**config.mk**
```make
export PLATFORM = sky130hd
export DESIGN_NAME = irq_controller
export DESIGN_NICKNAME = d
export VERILOG_FILES = /design/src/rtl/irq_pkg.sv /design/src/rtl/irq_prio_arb.sv /design/src/rtl/irq_controller.sv
export SDC_FILE = /design/constraint.sdc
export NUM_CORES = 1
export LEC_CHECK = 0
export ABC_AREA = 1
export BUFFER_PORTS_ARGS = -buffer_cell sky130_fd_sc_hd__buf_4
export CELL_PAD_IN_SITES_DETAIL_PLACEMENT = 2
export CELL_PAD_IN_SITES_GLOBAL_PLACEMENT = 2
export CORE_UTILIZATION = 33
export CTS_BUF_LIST = sky130_fd_sc_hd__clkbuf_8
export CTS_CLUSTER_DIAMETER = 40
export DETAILED_ROUTE_END_ITERATION = 8
export GPL_ROUTABILITY_DRIVEN = 0
export PLACE_DENSITY = 0.85
export SETUP_SLACK_MARGIN = 0.5
export SYNTH_ARGS = -nofsm -noshare
export SYNTH_HDL_FRONTEND = slang
export SYNTH_SLANG_ARGS = --single-unit
```
**constraint.sdc**
```tcl
create_clock -name clk -period 11.94 [get_ports clk]
set_clock_uncertainty 0.05 [all_clocks]
set_input_delay 1.194 -clock clk [delete_from_list [all_inputs] [get_ports clk]]
set_output_delay 1.194 -clock clk [all_outputs]
set_load 0.05 [all_outputs]
```
**src/rtl/irq_pkg.sv**
```systemverilog
// Shared definitions for the platform interrupt controller: FSM states,
// register word offsets (relative to NUM_SRC) and register bit positions.
package irq_pkg;

    typedef enum logic [1:0] {
        ST_IDLE         = 2'd0,
        ST_REQ          = 2'd1,
        ST_WAIT_ACK_LOW = 2'd2
    } irq_state_e;

    // Word offsets added to NUM_SRC; words 0..NUM_SRC-1 are per-source config.
    localparam int REG_THRESH_OFS = 0;
    localparam int REG_STATUS_OFS = 1;
    localparam int REG_PEND_OFS   = 2;

    // Width of the claimed-source index reported to the core.
    localparam int ID_W = 4;

    // Bit positions inside the config and status words.
    localparam int CFG_EN_BIT      = 8;
    localparam int STAT_PRIO_LSB   = 8;
    localparam int STAT_UFLOW_BIT  = 16;

endpackage

```
**src/rtl/irq_prio_arb.sv**
```systemverilog
// Combinational selector: among the candidate sources, pick the one with the
// highest priority; ties resolve to the lowest index.
module irq_prio_arb
    import irq_pkg::*;
#(
    parameter int NUM_SRC = 8,
    parameter int PRIO_W  = 3
) (
    input  logic [NUM_SRC-1:0]        cand_i,
    input  logic [NUM_SRC*PRIO_W-1:0] prio_i,
    output logic                      valid_o,
    output logic [ID_W-1:0]           idx_o,
    output logic [PRIO_W-1:0]         prio_o
);

    logic                best_valid;
    logic [ID_W-1:0]     best_idx;
    logic [PRIO_W-1:0]   best_prio;

    // Linear scan; strict '>' keeps the earliest (lowest) index on a tie.
    always_comb begin
        best_valid = 1'b0;
        best_idx   = '0;
        best_prio  = '0;
        for (int i = 0; i < NUM_SRC; i++) begin
            if (cand_i[i] && (!best_valid || (prio_i[i*PRIO_W +: PRIO_W] > best_prio))) begin
                best_valid = 1'b1;
                best_idx   = ID_W'(i);
                best_prio  = prio_i[i*PRIO_W +: PRIO_W];
            end
        end
    end

    assign valid_o = best_valid;
    assign idx_o   = best_idx;
    assign prio_o  = best_prio;

endmodule

```
**src/rtl/irq_controller.sv**
```systemverilog
// Platform interrupt controller: latches source edges, arbitrates by
// programmable priority, drives irq to the core and keeps a stack of the
// priorities of nested active handlers.
module irq_controller
    import irq_pkg::*;
#(
    parameter int NUM_SRC = 8,
    parameter int PRIO_W  = 3,
    parameter int NEST_D  = 4
) (
    input  logic               clk,
    input  logic               rst,
    input  logic [NUM_SRC-1:0] src_irq,
    output logic               irq,
    input  logic               irq_ack,
    input  logic               eret_ack,
    output logic [ID_W-1:0]    irq_id,
    input  logic               reg_we,
    input  logic [4:0]         reg_addr,
    input  logic [31:0]        reg_wdata,
    output logic [31:0]        reg_rdata
);

    localparam int DEPTH_W = $clog2(NEST_D + 1);
    localparam logic [4:0] ADDR_THRESH = 5'(NUM_SRC + REG_THRESH_OFS);
    localparam logic [4:0] ADDR_STATUS = 5'(NUM_SRC + REG_STATUS_OFS);
    localparam logic [4:0] ADDR_PEND   = 5'(NUM_SRC + REG_PEND_OFS);

    // Source tracking and configuration
    logic [NUM_SRC-1:0]        src_q;
    logic [NUM_SRC-1:0]        pend_q, pend_d;
    logic [NUM_SRC-1:0]        src_rise;
    logic [NUM_SRC-1:0]        en_vec;
    logic [NUM_SRC*PRIO_W-1:0] prio_flat;
    logic [NUM_SRC-1:0]        cand;
    logic [NUM_SRC-1:0]        w1c_mask;
    logic [NUM_SRC-1:0]        claim_mask;
    logic [PRIO_W-1:0]         thresh_q;

    // Active-priority stack
    logic [PRIO_W-1:0]  stk_q [NEST_D];
    logic [PRIO_W-1:0]  stk_d [NEST_D];
    logic [DEPTH_W-1:0] depth_q, depth_d;
    logic               uflow_q, uflow_d;
    logic [PRIO_W-1:0]  top_prio;
    logic [PRIO_W-1:0]  floor_prio;
    logic               stack_full;

    // Handshake and FSM
    irq_state_e         state_q, state_d;
    logic               irq_q;
    logic [ID_W-1:0]    irq_id_q, irq_id_d;
    logic               ack_q, eret_q;
    logic               ack_rise, eret_rise;
    logic               push;

    // Arbiter result
    logic               win_valid;
    logic [ID_W-1:0]    win_idx;
    logic [PRIO_W-1:0]  win_prio;

    // Only a subset of the write data bits is meaningful for any register.
    logic               unused_wdata;
    assign unused_wdata = ^reg_wdata;

    assign src_rise  = src_irq & ~src_q;
    assign ack_rise  = irq_ack & ~ack_q;
    assign eret_rise = eret_ack & ~eret_q;

    assign top_prio   = (depth_q != '0) ? stk_q[0] : '0;
    assign floor_prio = (thresh_q > top_prio) ? thresh_q : top_prio;
    assign stack_full = (depth_q == DEPTH_W'(NEST_D));

    // Per-source configuration word and candidate qualification
    for (genvar gi = 0; gi < NUM_SRC; gi++) begin : g_src
        logic [PRIO_W-1:0] cfg_prio_q;
        logic              cfg_en_q;

        // Priority/enable register for this source
        always_ff @(posedge clk or negedge rst) begin
            if (!rst) begin
                cfg_prio_q <= '0;
                cfg_en_q   <= 1'b0;
            end else if (reg_we && (reg_addr == 5'(gi))) begin
                cfg_prio_q <= reg_wdata[PRIO_W-1:0];
                cfg_en_q   <= reg_wdata[CFG_EN_BIT];
            end
        end

        assign prio_flat[gi*PRIO_W +: PRIO_W] = cfg_prio_q;
        assign en_vec[gi] = cfg_en_q;
        assign cand[gi]   = pend_q[gi] & cfg_en_q & (cfg_prio_q > floor_prio);
    end

    irq_prio_arb #(
        .NUM_SRC (NUM_SRC),
        .PRIO_W  (PRIO_W)
    ) u_arb (
        .cand_i  (cand),
        .prio_i  (prio_flat),
        .valid_o (win_valid),
        .idx_o   (win_idx),
        .prio_o  (win_prio)
    );

    // Pending bits: a new edge wins over a software clear in the same cycle
    always_comb begin
        w1c_mask   = (reg_we && (reg_addr == ADDR_PEND)) ? reg_wdata[NUM_SRC-1:0] : '0;
        claim_mask = push ? (NUM_SRC'(1) << win_idx) : '0;
        pend_d     = (pend_q & ~w1c_mask & ~claim_mask) | src_rise;
    end

    // Request FSM: raise irq, claim on the ack edge, then wait for ack low
    always_comb begin
        state_d  = state_q;
        push     = 1'b0;
        irq_id_d = irq_id_q;
        case (state_q)
            ST_IDLE: begin
                if (win_valid && !stack_full) begin
                    state_d = ST_REQ;
                end
            end
            ST_REQ: begin
                if (!win_valid) begin
                    state_d = ST_IDLE;
                end else if (ack_rise) begin
                    push     = 1'b1;
                    irq_id_d = win_idx;
                    state_d  = ST_WAIT_ACK_LOW;
                end
            end
            ST_WAIT_ACK_LOW: begin
                if (!irq_ack) begin
                    state_d = ST_IDLE;
                end
            end
            default: state_d = ST_IDLE;
        endcase
    end

    // Stack next state: a return pops first, then a claim pushes
    always_comb begin
        stk_d   = stk_q;
        depth_d = depth_q;
        uflow_d = uflow_q;
        if (eret_rise) begin
            if (depth_q != '0) begin
                for (int i = 0; i < NEST_D - 1; i++) begin
                    stk_d[i] = stk_q[i+1];
                end
                stk_d[NEST_D-1] = '0;
                depth_d = depth_q - DEPTH_W'(1);
            end else begin
                uflow_d = 1'b1;
            end
        end
        if (push) begin
            for (int i = NEST_D - 1; i > 0; i--) begin
                stk_d[i] = stk_d[i-1];
            end
            stk_d[0] = win_prio;
            depth_d  = depth_d + DEPTH_W'(1);
        end
    end

    // State, pending, stack and handshake registers
    always_ff @(posedge clk or negedge rst) begin
        if (!rst) begin
            src_q    <= '0;
            pend_q   <= '0;
            thresh_q <= '0;
            state_q  <= ST_IDLE;
            irq_q    <= 1'b0;
            irq_id_q <= '0;
            ack_q    <= 1'b0;
            eret_q   <= 1'b0;
            stk_q    <= '{default: '0};
            depth_q  <= '0;
            uflow_q  <= 1'b0;
        end else begin
            src_q    <= src_irq;
            pend_q   <= pend_d;
            if (reg_we && (reg_addr == ADDR_THRESH)) begin
                thresh_q <= reg_wdata[PRIO_W-1:0];
            end
            state_q  <= state_d;
            irq_q    <= (state_d == ST_REQ);
            irq_id_q <= irq_id_d;
            ack_q    <= irq_ack;
            eret_q   <= eret_ack;
            stk_q    <= stk_d;
            depth_q  <= depth_d;
            uflow_q  <= uflow_d;
        end
    end

    // Register read mux; unmapped addresses read as zero
    always_comb begin
        reg_rdata = '0;
        for (int i = 0; i < NUM_SRC; i++) begin
            if (reg_addr == 5'(i)) begin
                reg_rdata[PRIO_W-1:0] = prio_flat[i*PRIO_W +: PRIO_W];
                reg_rdata[CFG_EN_BIT] = en_vec[i];
            end
        end
        if (reg_addr == ADDR_THRESH) begin
            reg_rdata[PRIO_W-1:0] = thresh_q;
        end
        if (reg_addr == ADDR_STATUS) begin
            reg_rdata[ID_W-1:0]              = irq_id_q;
            reg_rdata[STAT_PRIO_LSB +: 4]    = 4'(top_prio);
            reg_rdata[STAT_UFLOW_BIT]        = uflow_q;
        end
        if (reg_addr == ADDR_PEND) begin
            reg_rdata[NUM_SRC-1:0] = pend_q;
        end
    end

    assign irq    = irq_q;
    assign irq_id = irq_id_q;

endmodule

```
Word level (Yosys, flattened, before mapping)

Index checks and enable logic that the tools add are counted.

Register bits after elaboration: 76
Bits of input ports: 50
Output and inout bits: 37
Logic and storage cells: 194

Add/subtract/negate cells: 2
$lt $le $gt $ge: 16
Equal/unequal tests: 14
Shift-type cells: 1
Multiplexer cells: 62
Bitwise gates (word level): 28
Reduce and logical (&&, ||, !) cells: 41

Operator list:

| cell                | count |
|---|---|
| $mux 3              | 27 |
| $gt 3x3->1          | 16 |
| $mux 12             | 3 |
| $and 8x8->8         | 3 |
| $mux 8              | 3 |
| $not 8->8           | 3 |
| $mux 1              | 21 |
| $eq 5x3->1 const B  | 4 |
| $and 1x1->1         | 18 |
| $logic_and 1x1->1   | 18 |
| $eq 5x4->1 const B  | 3 |
| $mux 2              | 6 |
| $eq 5x2->1 const B  | 2 |
| $logic_not 1->1     | 8 |
| $or 8x8->8          | 1 |
| $shl 1x4->8 const A | 1 |
| $logic_or 1x1->1    | 7 |
| $pmux 2 s3          | 1 |
| $eq 5x1->1 const B  | 1 |
| $logic_not 5->1     | 1 |
| $eq 2x1->1 const B  | 2 |
| $mux 4              | 1 |
| $reduce_and 2->1    | 2 |
| $reduce_bool 2->1   | 2 |
| other kinds (8)     | 10 |

Logic depth before layout (Yosys ltp)

Gate-level depths: netlist of run 1.

Depth after elaboration: 41
Mapped depth: 84
Mapped depth without buffers: 84

Hierarchy

A second synthesis of run 1 with hierarchy kept.

Cell total of the unflattened synthesis: 764
Area total of the unflattened synthesis: 5539.1 um^2

By module, submodules not included:

| module         | instances | cells an instance | area an instance (um^2) | sequential area each (um^2) |
|---|---|---|---|---|
| irq_controller | 1         | 589               | 4559.4                  | 1901.8 |
| irq_prio_arb   | 1         | 175               | 979.7                   | 0.0 |

Worst setup path after synthesis of run 1

Ideal clock, no wire load.

Path type: register to register
Start point: reg depth_q[0]
End point: reg pend_q[6]
Library setup time: 129 ps
Arrival time: 9638 ps
Data required time: 11761 ps
Setup slack: 2123 ps
Cell stages (with the launch flop): 77
Buffers on the path: 1
Clock period less this slack: 9817 ps
Cells stage by stage: dfrtp_1 > inv_1 > ha_1 > nand2_4 > nand2_1 > ha_1 > a21oi_1 > nand2_2 > o21ai_0 > ha_1 > nand3_1 > nor2_1 > nor2_1 > nand2_2 > nor2_1 > inv_1 > ha_1 > a21oi_1 > (+41 left out) > nand2_1 > ha_1 > nand2_1 > o21ai_0 > nand2_1 > a21oi_2 > nand2_1 > and2_1 > ha_1 > a21oi_1 > o21ai_0 > nand2_1 > nand2_1 > nand2_2 > buf_6 > nand2_1 > o21ai_0 > o21ai_0

Word-level cells in the longest chain between the ends: 41
Elaborated cells on any way between the ends: 77
Classes of those cells: order compare: 16; shift: 1; mux: 27; bitwise: 11; reduce/logical: 22

RTL lines:

| item                                                 | RTL line              | text |
|---|---|---|
| start: declaration                                   | irq_controller.sv:43  | `logic [DEPTH_W-1:0] depth_q, depth_d;` |
| start signal: assignment                             | irq_controller.sv:193 | `depth_q <= depth_d;` |
| $reduce_bool 3->1 *                                  | irq_controller.sv:70  | `assign top_prio = (depth_q != '0) ? stk_q[0] : '0;` |
| $mux 3 *                                             | irq_controller.sv:70  |  |
| $gt 3x3->1                                           | irq_controller.sv:71  | `assign floor_prio = (thresh_q > top_prio) ? thresh_q : top_prio;` |
| $mux 3 *                                             | irq_controller.sv:71  |  |
| $gt 3x3->1                                           | irq_controller.sv:92  | `assign cand[gi] = pend_q[gi] & cfg_en_q & (cfg_prio_q > floor_prio);` |
| $and 1x1->1                                          | irq_controller.sv:92  |  |
| $mux 3 / $mux 1 (equally long branches)              | irq_prio_arb.sv:26    | `if (cand_i[i] && (!best_valid \|\| (prio_i[i*PRIO_W +: PRIO_W] > best_prio))) begin` |
| $gt 3x3->1 / $logic_not 1->1 (equally long branches) | irq_prio_arb.sv:26    |  |
| (+26 left out)                                       | -                     |  |
| $mux 1                                               | irq_prio_arb.sv:26    |  |
| $mux 1                                               | irq_controller.sv:125 | `if (!win_valid) begin` |
| $mux 1                                               | irq_controller.sv:118 | `case (state_q)` |
| $mux 8 *                                             | irq_controller.sv:109 | `claim_mask = push ? (NUM_SRC'(1) << win_idx) : '0;` |
| $not 8->8 *                                          | irq_controller.sv:110 | `pend_d = (pend_q & ~w1c_mask & ~claim_mask) \| src_rise;` |
| $and 8x8->8 *                                        | irq_controller.sv:110 |  |
| $or 8x8->8 *                                         | irq_controller.sv:110 |  |
| named net pend_d[6]                                  | irq_controller.sv:31  | `logic [NUM_SRC-1:0] pend_q, pend_d;` |
| end signal: assignment                               | irq_controller.sv:183 | `pend_q <= pend_d;` |
| end: declaration                                     | irq_controller.sv:31  |  |

The timed path passes the listed nets; every way through them passes the cells marked *.
A chain may end at the register's enable or synchronous reset.

Worst setup path in the final report of run 1

Start point: reg depth_q[1]
End point: reg pend_q[5]

Same word-level chain as after synthesis.

==> Implementation_results.wiki, run 1 <==
{| class="wikitable"
! Metric !! Value
|-
| Outcome || complete, no violations
|-
| Average instance area after synthesis || between 7 and 8 um^2
|-
| Data required time at the worst endpoint || about 12 ns
|-
| # clock sinks || 75
|-
| Slowest library cell on the worst path || sky130_fd_sc_hd__dfrtp_1
|-
| Worst-case vdd ir drop || 111 uV
|-
| Via-to-Cell Ratio || roughly 5.2
|-
| Most frequent standard cell in the layout excluding fill and tap cells || sky130_fd_sc_hd__nand2_1
|-
| Area of the placeable core || around 15000 um^2
|-
| Synthesized area || 5280 um^2
|-
| Layout cell share with drive strength beyond 1 || roughly 16%
|-
| Count of pins on the block boundary || 87
|-
| Worst hold margin || between 0.3 and 0.4 ns
|-
| Initial standard-cell utilization of the core || roughly 34%
|-
| WL final || 19000 um
|-
| TritonCTS clock tree || built
|-
| Number of setup violations in the final report || 0
|-
| Maximum net fanout on the critical path || 8
|-
| DRC violation total after the first TritonRoute iteration || ~210
|-
| Slew at the pin closest to its max-slew limit || just under 1 ns
|-
| Clock latency on the worst-skew pair || approximately 0.36 ns
|-
| Average wire length per cell after detail routing || 19.2 um
|-
| Number of buffers added by the clock tree synthesis step || 9
|-
| Die Footprint || ~16000 um^2
|-
| Maximum number of pins on one net before global-route repair || 76
|-
| Power consumption || approximately 0.0015 W
|-
| Post-synthesis register bit count || 75
|-
| Detail Placement HPWL || 14500 um
|-
| Height of the die || 128 um
|-
| Synthesis-to-finish area growth || 17.6%
|-
| Number of antenna-violating nets in the routed design || 0
|-
| CTS H-Tree Depth || 3
|-
| CP top delay family || simple AND/OR/NAND/NOR gates
|-
| Mapped Cells || about 720
|-
| Setup repair after global routing missed its margin || false
|-
| Startpoint class of the critical path || register
|-
| Overall via count from detail_route || 5126
|-
| Worst slew slack as a fraction of its limit || roughly a third
|-
| Setup TNS || 0 ns
|-
| Row Count || 45
|-
| Detailed-router iteration count before antenna repair || 4
|-
| Ant diodes || 0
|-
| Crit path arrival time || 10.80 ns
|-
| Class of the worst hold path || register to register
|-
| Number of port buffers || between 40 and 50
|-
| Number of buffers inserted by hold repair at cts || 0
|-
| Highest achievable clock rate || between 90 and 100 MHz
|-
| Fin crit share || ~89%
|-
| Die X || ~130 um
|-
| Clk Tree Root Cell || sky130_fd_sc_hd__clkbuf_8
|-
| All-layer global routing usage || a little under a quarter
|-
| Aggregate global routing overflow || 0
|-
| Initial antenna violation count || 0
|-
| Leading cell types in the layout, fill and taps excluded || sky130_fd_sc_hd__nand2_1, sky130_fd_sc_hd__inv_1, sky130_fd_sc_hd__dfrtp_1, sky130_fd_sc_hd__buf_4, sky130_fd_sc_hd__o21ai_0
|-
| Post-route DRC violation count || 0
|-
| Net total in the final layout || ~870
|-
| Global-route wire length before repair || between 30000 and 40000 um
|-
| Leakage Power || approximately 3.2 nW
|-
| Count of final hold-check violations || 0
|-
| Synthesis Warnings || 0
|-
| Shortest period the worst path allows || about 11 ns
|-
| Critical path buffers and inverters || 9
|-
| Post-CTS clock slew at the launch and capture registers of the worst setup and hold paths || about 0.080 ns
|-
| Number of distinct library cells after synthesis || 44
|-
| Critical setup path kind || register to register
|-
| Largest incremental delay on the critical path || 0.38 ns
|-
| Deepest clock path buffer count || 2
|-
| Number of global-route vias before repair || ~5700
|-
| Cell repeated most along the worst path || sky130_fd_sc_hd__nand2_1
|-
| Cell Pwr Density || about 240 nW/um^2
|-
| Max Cap Violations || 0
|-
| Max-slew violation count || 0
|-
| Register area share after synthesis || approximately 36%
|-
| CP endpoint kind || register
|}
[kinds of logic after synthesis]
logic type | share of synthesized area [%]
muxes | 1.78
DFF | 35.6
buffers and inverters | 11.1
AOI/OAI and AO/OA | 13.0
xor gates and xnor gates | 0.498
adders and majority gates | 9.96
and+or+nand+nor | 28.0
other | 0.0711
[sequential cells by signal, summed over array words and instances (netlist names), 2 cells and up]
name	flops
depth_q	3
g_src.cfg_en_q	8
g_src.cfg_prio_q	24
irq_id	3
pend_q	8
src_q	8
state_q	2
stk_q	12
thresh_q	3
[timing repair]
action	CTS	global route
endpoints found under the setup margin	14	14
pin swaps	1	10
buffers inserted	3	5
gates resized for setup	10	40
[per-stage QoR]
stage                     setup WS [ns]  instance area [um^2]  std cells  util, %
after global routing              0.350                  6210        989     40.2
final                              1.34                  6210        989     40.2
after global placement            0.784                  5740        965     37.2
after detailed placement       -0.00859                  5740        965     37.2
after CTS                         0.524                  6000        984     38.9
after floorplan                    2.12                  5350        737        -
[synth_stat cells (all sizes together)]
library cell	n	area share, %
a221oi	4	0.66
o31ai	2	0.28
or2	2	0.24
o221ai	1	0.17
nor2	50	3.8
nand4	13	1.8
conb	1	0.071
and2	8	0.95
mux2	3	0.64
nand3	49	4.8
a211oi	1	0.14
xnor2	1	0.17
mux2i	6	1.1
clkbuf	2	0.14
inv	100	7.2
and3	1	0.12
a22o	1	0.17
nand2	214	16
a21oi	26	2.7
nor3b	1	0.14
o211ai	4	0.57
o2111ai	2	0.33
dfrtp	75	36
nor3	2	0.19
o21bai	3	0.43
a21o	3	0.43
o22ai	5	0.59
o21ai	67	6.4
xor2	2	0.33
a2111oi	1	0.17
ha	42	10
buf	25	3.8
[worst reg2reg max path, delay by kind of cell (launching register included)]
kind                     cells  cell delay [ns]
AO/OA/AOI/OAI               14             1.68
adder cells (fa/ha/maj)     10             2.81
buffers and inverters        9             0.73
flip-flops                   1             0.38
AND/OR/NAND/NOR             48             4.86
[final timing paths]
check / cells after the start / endpoint / slack, ns / from
worst max-delay path: 81 / pend_q[5] / 1.34 / depth_q[1]
worst min-delay path: 1 / pend_q[7] / 0.39 / src_q[7]
worst max register to register: 81 / pend_q[5] / 1.34 / depth_q[1]
worst min register to register: 1 / pend_q[7] / 0.39 / src_q[7]
max in group asynchronous: 1 / g_src[0].cfg_prio_q[0] / 10.28 / rst
min in group asynchronous: 1 / state_q[0] / 0.92 / rst
[where the power goes]
| group | switching (W) | leakage [nW] | internal (W) | total, W |
|---|---|---|---|---|
| sequential | 0.0000546 | 0.930 | 0.000302 | 0.000356 |
| clock | 0.000100 | 0.110 | 0.000107 | 0.000207 |
| combinational | 0.000624 | 2.20 | 0.000320 | 0.000944 |
| total | 0.000779 | 3.24 | 0.000728 | 0.00151 |
[metal layers]
layer / GRT usage (%) / share of wire [%] / vias to the layer above
met1: 28.5 / 42 / 2571
met5: 0 / 0 / -
met3: 3.33 / 3.3 / 35
met2: 42.8 / 52 / 100
met4: 9.83 / 2.6 / 0
li1: - / - / 2420
[area by class of cell]
cell class	instances	area, um^2
Multi-Input combinational cell	535	3090
Sequential cell	75	1880
Tap cell	211	264
Fill cell	1850	9220
Clock inverter	5	52.6
Inverter	100	378
Clock buffer	11	151
Timing Repair Buffer	52	390
(Power assumes the default switching activity.)
==> run 2: changes to the inputs <==
- clock period: 11.94 -> 10.8 ns (I/O delays scaled with it)
==> run 2 against run 1 <==
- the run now ends with negative setup slack left
- maximum frequency is 2.7% lower
- cell area increased by 22%
- register-to-register slack worse by 1.4 ns
- clock power increased by 19%
- via count grew 21%
==> Implementation_results.wiki, run 2 (synthesis gave the netlist of run 1 again) <==
{| class="wikitable"
! Metric !! Value
|-
| Startpoint class of the critical path || register
|-
| TritonCTS clock tree || built
|-
| Initial antenna violation count || 0
|-
| Fill count || about 1700
|-
| # clock sinks || 75
|-
| Dpl cells || around 970
|-
| Count of pins on the block boundary || 87
|-
| CTS H-Tree Depth || 3
|-
| Synthesis-to-finish area growth || 43.1%
|-
| Overall via count from detail_route || about 6200
|-
| Min-Delay Path Depth || 1
|-
| Worst slew slack as a fraction of its limit || around 30%
|-
| DRC violation total after the first TritonRoute iteration || between 400 and 500
|-
| Height of the die || 128 um
|-
| Pre-CTS worst setup slack || -0.807 ns
|-
| Crit path arrival time || ~11 ns
|-
| Shortest period the worst path allows || between 10 and 15 ns
|-
| Maximum net fanout on the critical path || 6
|-
| Die X || approximately 130 um
|-
| Number of buffers added by the clock tree synthesis step || 9
|-
| Post-route DRC violation count || 0
|-
| CP endpoint kind || register
|-
| Number of global-route vias before repair || 6718
|-
| Worst-case vdd ir drop || 156 uV
|-
| CP top delay family || simple AND/OR/NAND/NOR gates
|-
| Number of antenna-violating nets in the routed design || 0
|-
| Maximum number of pins on one net before global-route repair || between 70 and 80
|-
| Data required time at the worst endpoint || 11.02 ns
|-
| Slowest library cell on the worst path || sky130_fd_sc_hd__dfrtp_1
|-
| Register with the highest flop count || g_src.cfg_prio_q
|-
| Leakage Power || approximately 3.8 nW
|-
| Number of buffers inserted by hold repair at cts || 0
|-
| Class of the worst hold path || register to register
|-
| Length in cells of the worst reg-to-reg path || 80
|-
| Largest incremental delay on the critical path || 0.41 ns
|-
| Cell Pwr Density || 322 nW/um^2
|-
| Highest achievable clock rate || a little over 90 MHz
|-
| Slew at the pin closest to its max-slew limit || roughly 1.0 ns
|-
| Leading cell types in the layout, fill and taps excluded || sky130_fd_sc_hd__nand2_1, sky130_fd_sc_hd__buf_4, sky130_fd_sc_hd__inv_1, sky130_fd_sc_hd__dfrtp_1, sky130_fd_sc_hd__o21ai_0
|-
| End of the worst register-to-register path || stk_q[9]
|-
| Outcome || finished with violations
|-
| Largest registers ranked by flip-flop count || g_src.cfg_prio_q: 24 flops, stk_q: 12 flops
|-
| Power consumption || around 0.0024 W
|-
| Worst setup slack after layout || -0.0927 ns
|-
| Violations in the final reports || negative setup slack
|-
| Clk Tree Root Cell || sky130_fd_sc_hd__clkbuf_8
|-
| Count of final hold-check violations || 0
|-
| Hold_sp || eret_q
|-
| CP Depth || 80
|-
| WL final || 32000 um
|-
| Setup repair after global routing missed its margin || true
|-
| Clock latency on the worst-skew pair || between 0.3 and 0.4 ns
|-
| Via-to-Cell Ratio || between 5 and 6
|-
| Aggregate global routing overflow || 0
|-
| Post-CTS clock slew at the launch and capture registers of the worst setup and hold paths || 0.10 ns
|-
| Max-slew violation count || 0
|-
| Number of standard cells in the final layout excluding fillers || 1069
|-
| Area of the placeable core || between 15000 and 20000 um^2
|-
| Critical R2R Launch || depth_q[1]
|-
| Critical path buffers and inverters || 12
|-
| Cell repeated most along the worst path || sky130_fd_sc_hd__nand2_2
|-
| Detailed-router iteration count before antenna repair || 5
|-
| Fin crit share || 101%
|-
| Net total in the final layout || about 950
|-
| Critical setup path kind || register to register
|-
| Initial standard-cell utilization of the core || between 30% and 40%
|-
| Global-route wire length before repair || 39300 um
|-
| Average wire length per cell after detail routing || 29.9 um
|-
| Most frequent standard cell in the layout excluding fill and tap cells || sky130_fd_sc_hd__nand2_1
|-
| Number of setup violations in the final report || 2
|-
| Max reg flops || 24
|-
| Layout cell share with drive strength beyond 1 || between 30% and 40%
|-
| All-layer global routing usage || a little under a third
|-
| Row Count || between 40 and 50
|-
| Deepest clock path buffer count || 2
|-
| Ant diodes || 0
|-
| Number of port buffers || 42
|-
| Detail Placement HPWL || around 14000 um
|-
| Die Footprint || around 16000 um^2
|-
| R2r setup slk || -0.09 ns
|-
| Max Cap Violations || 0
|-
| Capture endpoint of the worst hold path || uflow_q
|}
## run 2: cell types whose count changed in the layout (fill, tap and decap cells not counted), sizes merged
cell      change
clkinv        -1
clkbuf        -1
buf          +81
clkinvlp      +1
## run 2: worst max-delay path by stage
| stage | start | endpoint |
|---|---|---|
| 5_1_grt | depth_q[1] | stk_q[9] |
| 3_5_place_dp | depth_q[0] | pend_q[5] |
| 6_report | depth_q[1] | stk_q[9] |
| 4_1_cts | depth_q[0] | pend_q[5] |
| 3_3_place_gp | depth_q[0] | pend_q[5] |
| 2_1_floorplan | depth_q[0] | pend_q[6] |
## run 2: area by class of cell
cell class              count  area, um^2  area share, %
inverters                 100         385           5.11
flip-flops and latches     75        1880           24.9
clock buffers              10         138           1.82
clock inverters             5        55.1          0.730
repair buffers            133        1110           14.8
multi-input cells         535        3710           49.2
well taps                 211         264           3.50
## run 2: stage by stage
step | hold slack, ns | cell area, um^2 | util (%) | TNS, ns
finish | 0.446 | 7550 | 48.9 | -0.107
global route | 0.448 | 7550 | 48.9 | -1.82
CTS | 0.392 | 6610 | 42.9 | 0
detailed placement | 0.372 | 5790 | 37.5 | -8.20
global placement | 0.361 | 5790 | 37.5 | 0
floorplan | 0.350 | 5350 | - | 0
## run 2: routing by layer
| layer | wire [um] | up-vias | share of wire, % | GRT usage (%) |
|---|---|---|---|---|
| met3 | 1630 | 139 | 5.1 | 4.41 |
| met4 | 1970 | 0 | 6.2 | 15.6 |
| met1 | 11800 | 3178 | 37 | 35.4 |
| met5 | 0 | - | 0 | 0 |
| li1 | - | 2574 | - | - |
| met2 | 16500 | 322 | 52 | 59.9 |
## run 2: timing repair
item	in CTS	in global routing
gates resized for setup	52	168
pin swaps	13	73
endpoints found under the hold margin	0	0
setup buffers	56	26
setup endpoints to repair	14	14
## run 2: power by group
group / switching, W / internal (W) / total, W
registers: 0.0000846 / 0.000333 / 0.000418
clock network: 0.000135 / 0.000112 / 0.000247
logic: 0.00108 / 0.000686 / 0.00177
total: 0.00130 / 0.00113 / 0.00243
==> run 3: changes to the inputs <==
- BUFFER_PORTS_ARGS: -buffer_cell sky130_fd_sc_hd__buf_4 -> -buffer_cell sky130_fd_sc_hd__buf_2
==> run 3 against run 2 <==
- the run now ends clean
- first-iteration DRC count is 13% higher
- utilization decreased by 2.3 points
- critical path depth is 2 lower
- combinational power down 6%
- critical path type unchanged
==> Implementation_results.wiki, run 3 (synthesis gave the netlist of run 1 again) <==
{| class="wikitable"
! Metric !! Value
|-
| Outcome || complete, no violations
|-
| Row Count || between 40 and 50
|-
| Highest achievable clock rate || roughly 93 MHz
|-
| Die X || approximately 130 um
|-
| Post-CTS clock slew at the launch and capture registers of the worst setup and hold paths || roughly 0.090 ns
|-
| Capture endpoint of the worst hold path || uflow_q
|-
| Clock latency on the worst-skew pair || ~0.4 ns
|-
| Worst setup slack after layout || 0.0757 ns
|-
| Most frequent standard cell in the layout excluding fill and tap cells || sky130_fd_sc_hd__nand2_1
|-
| Largest registers ranked by flip-flop count || g_src.cfg_prio_q: 24 flops, stk_q: 12 flops
|-
| Startpoint class of the critical path || register
|-
| Fin crit share || 99.3%
|-
| Max reg flops || 24
|-
| Area of the placeable core || approximately 15000 um^2
|-
| Count of final hold-check violations || 0
|-
| Max Cap Violations || 0
|-
| WL final || 31100 um
|-
| Number of port buffers || 42
|-
| Setup TNS || 0 ns
|-
| Average wire length per cell after detail routing || 30.1 um
|-
| Origin of the worst setup path || depth_q[0]
|-
| Net total in the final layout || slightly above 900
|-
| TritonCTS clock tree || built
|-
| Ant diodes || 0
|-
| Max-slew violation count || 0
|-
| Clk Tree Root Cell || sky130_fd_sc_hd__clkbuf_8
|-
| Height of the die || roughly 130 um
|-
| Largest incremental delay on the critical path || ~0.42 ns
|-
| Slew at the pin closest to its max-slew limit || ~1.1 ns
|-
| Hold_sp || uflow_q
|-
| Worst slew slack as a fraction of its limit || between 20% and 30%
|-
| Leading cell types in the layout, fill and taps excluded || sky130_fd_sc_hd__nand2_1, sky130_fd_sc_hd__inv_1, sky130_fd_sc_hd__dfrtp_1, sky130_fd_sc_hd__buf_4, sky130_fd_sc_hd__o21ai_0
|-
| DRC violation total after the first TritonRoute iteration || 500
|-
| Worst hold margin || between 0.4 and 0.5 ns
|-
| Worst-case vdd ir drop || ~200 uV
|-
| Synthesis-to-finish area growth || 36.3%
|-
| Setup repair after global routing missed its margin || true
|-
| Class of the worst hold path || register to register
|-
| Overall via count from detail_route || slightly above 6000
|-
| Length in cells of the worst reg-to-reg path || 78
|-
| Register with the highest flop count || g_src.cfg_prio_q
|-
| Layout cell share with drive strength beyond 1 || between 30 and 40%
|-
| Data required time at the worst endpoint || around 11 ns
|-
| Number of global-route vias before repair || 6549
|-
| Shortest period the worst path allows || about 11 ns
|-
| Number of buffers inserted by hold repair at cts || 0
|-
| # clock sinks || 75
|-
| Global-route wire length before repair || roughly 38000 um
|-
| Crit path arrival time || about 11 ns
|-
| CP top delay family || simple AND/OR/NAND/NOR gates
|-
| Detail Placement HPWL || between 10000 and 15000 um
|-
| Min-Delay Path Depth || 2
|-
| Cell Pwr Density || about 330 nW/um^2
|-
| Layout Utilization || 46.6%
|-
| Detailed-router iteration count before antenna repair || 5
|-
| Leakage Power || between 3 and 4 nW
|-
| Cell repeated most along the worst path || sky130_fd_sc_hd__nand2_2
|-
| Sequential cell area in the final layout || 1880 um^2
|-
| Maximum net fanout on the critical path || 7
|-
| Number of buffers added by the clock tree synthesis step || 9
|-
| CTS H-Tree Depth || 3
|-
| End of the worst register-to-register path || pend_q[6]
|-
| Initial standard-cell utilization of the core || 34.2%
|-
| Via-to-Cell Ratio || approximately 6
|-
| Fill count || about 1700
|-
| R2r setup slk || about 0.076 ns
|-
| Deepest clock path buffer count || 2
|-
| All-layer global routing usage || 30.8%
|-
| Critical setup path kind || register to register
|-
| Aggregate global routing overflow || 0
|-
| Pre-CTS worst setup slack || -0.632 ns
|-
| Count of pins on the block boundary || between 80 and 90
|-
| Number of antenna-violating nets in the routed design || 0
|-
| Critical path buffers and inverters || 9
|-
| Critical R2R Launch || depth_q[0]
|-
| Initial antenna violation count || 0
|-
| Slowest library cell on the worst path || sky130_fd_sc_hd__dfrtp_1
|-
| Post-route DRC violation count || 0
|-
| Die Footprint || between 15000 and 20000 um^2
|-
| Number of setup violations in the final report || 0
|-
| CP endpoint kind || register
|-
| Maximum number of pins on one net before global-route repair || 76
|-
| Multi-input gate area || 3730 um^2
|}
[run 3: cell types whose count changed in the layout (fill, tap and decap cells not counted), moves of 5 or more]
cell                      delta
sky130_fd_sc_hd__nand3_4     +5
sky130_fd_sc_hd__nand3_2     -8
sky130_fd_sc_hd__buf_4      -52
sky130_fd_sc_hd__nand2_1     -5
sky130_fd_sc_hd__buf_2      +41
sky130_fd_sc_hd__nand2_2     +7
sky130_fd_sc_hd__buf_6      -27
[run 3: layout make-up]
| class | count | share of cell area (%) |
|---|---|---|
| sequential | 75 | 26.1 |
| tap | 211 | 3.67 |
| inverter | 100 | 5.40 |
| multi-input combinational | 535 | 51.9 |
| timing repair buffer | 97 | 9.26 |
| clock buffer | 10 | 1.91 |
| clock inverter | 5 | 1.74 |
[run 3: routing by layer]
layer	wire (um)	part of all wire (%)	up-vias	GRT usage (%)
met4	2060	6.6	0	16.7
li1	-	-	2511	-
met5	0	0	-	0
met2	15200	49	358	55.5
met3	2140	6.9	173	5.70
met1	11700	38	3123	34.3
[run 3: worst register-to-register path: cells and delay by family (launching register included)]
| kind | cells | cell delay (ns) |
|---|---|---|
| AOI/OAI and AO/OA | 17 | 2.39 |
| adders and majority gates | 10 | 2.56 |
| buffers and inverters | 9 | 0.76 |
| DFF | 1 | 0.42 |
| and+or+nand+nor | 42 | 4.44 |
[run 3: report_power, final]
group          leakage, nW  total [W]  internal (W)  switching, W
Clock                0.132   0.000319      0.000182      0.000137
Sequential           0.930   0.000423      0.000333     0.0000905
Combinational         2.56    0.00166      0.000585       0.00107
Total                 3.63    0.00240       0.00110       0.00130
[run 3: worst max-delay path by stage]
stage	endpoint	slack (ns)	cells after the start
floorplan	pend_q[6]	0.98	76
global placement	pend_q[5]	0.14	78
detailed placement	pend_q[5]	-0.63	81
CTS	pend_q[5]	0.53	82
global route	pend_q[6]	-0.30	79
finish	pend_q[6]	0.08	78
[run 3: timing repair]
| action | 4_1_cts | 5_1_grt |
|---|---|---|
| cloned | 0 | 1 |
| setup buffers | 18 | 29 |
| pin swaps | 15 | 76 |
| gates resized for setup | 55 | 149 |
| setup endpoints to repair | 14 | 14 |
[run 3: per-stage QoR]
stage	cell area [um^2]	std cells	power, W
3_3_place_gp	5670	970	0.00123
3_5_place_dp	5670	970	0.00132
4_1_cts	6310	1003	0.00178
5_1_grt	7190	1033	0.00247
2_1_floorplan	5350	737	0.00104
6_report	7190	1033	0.00240
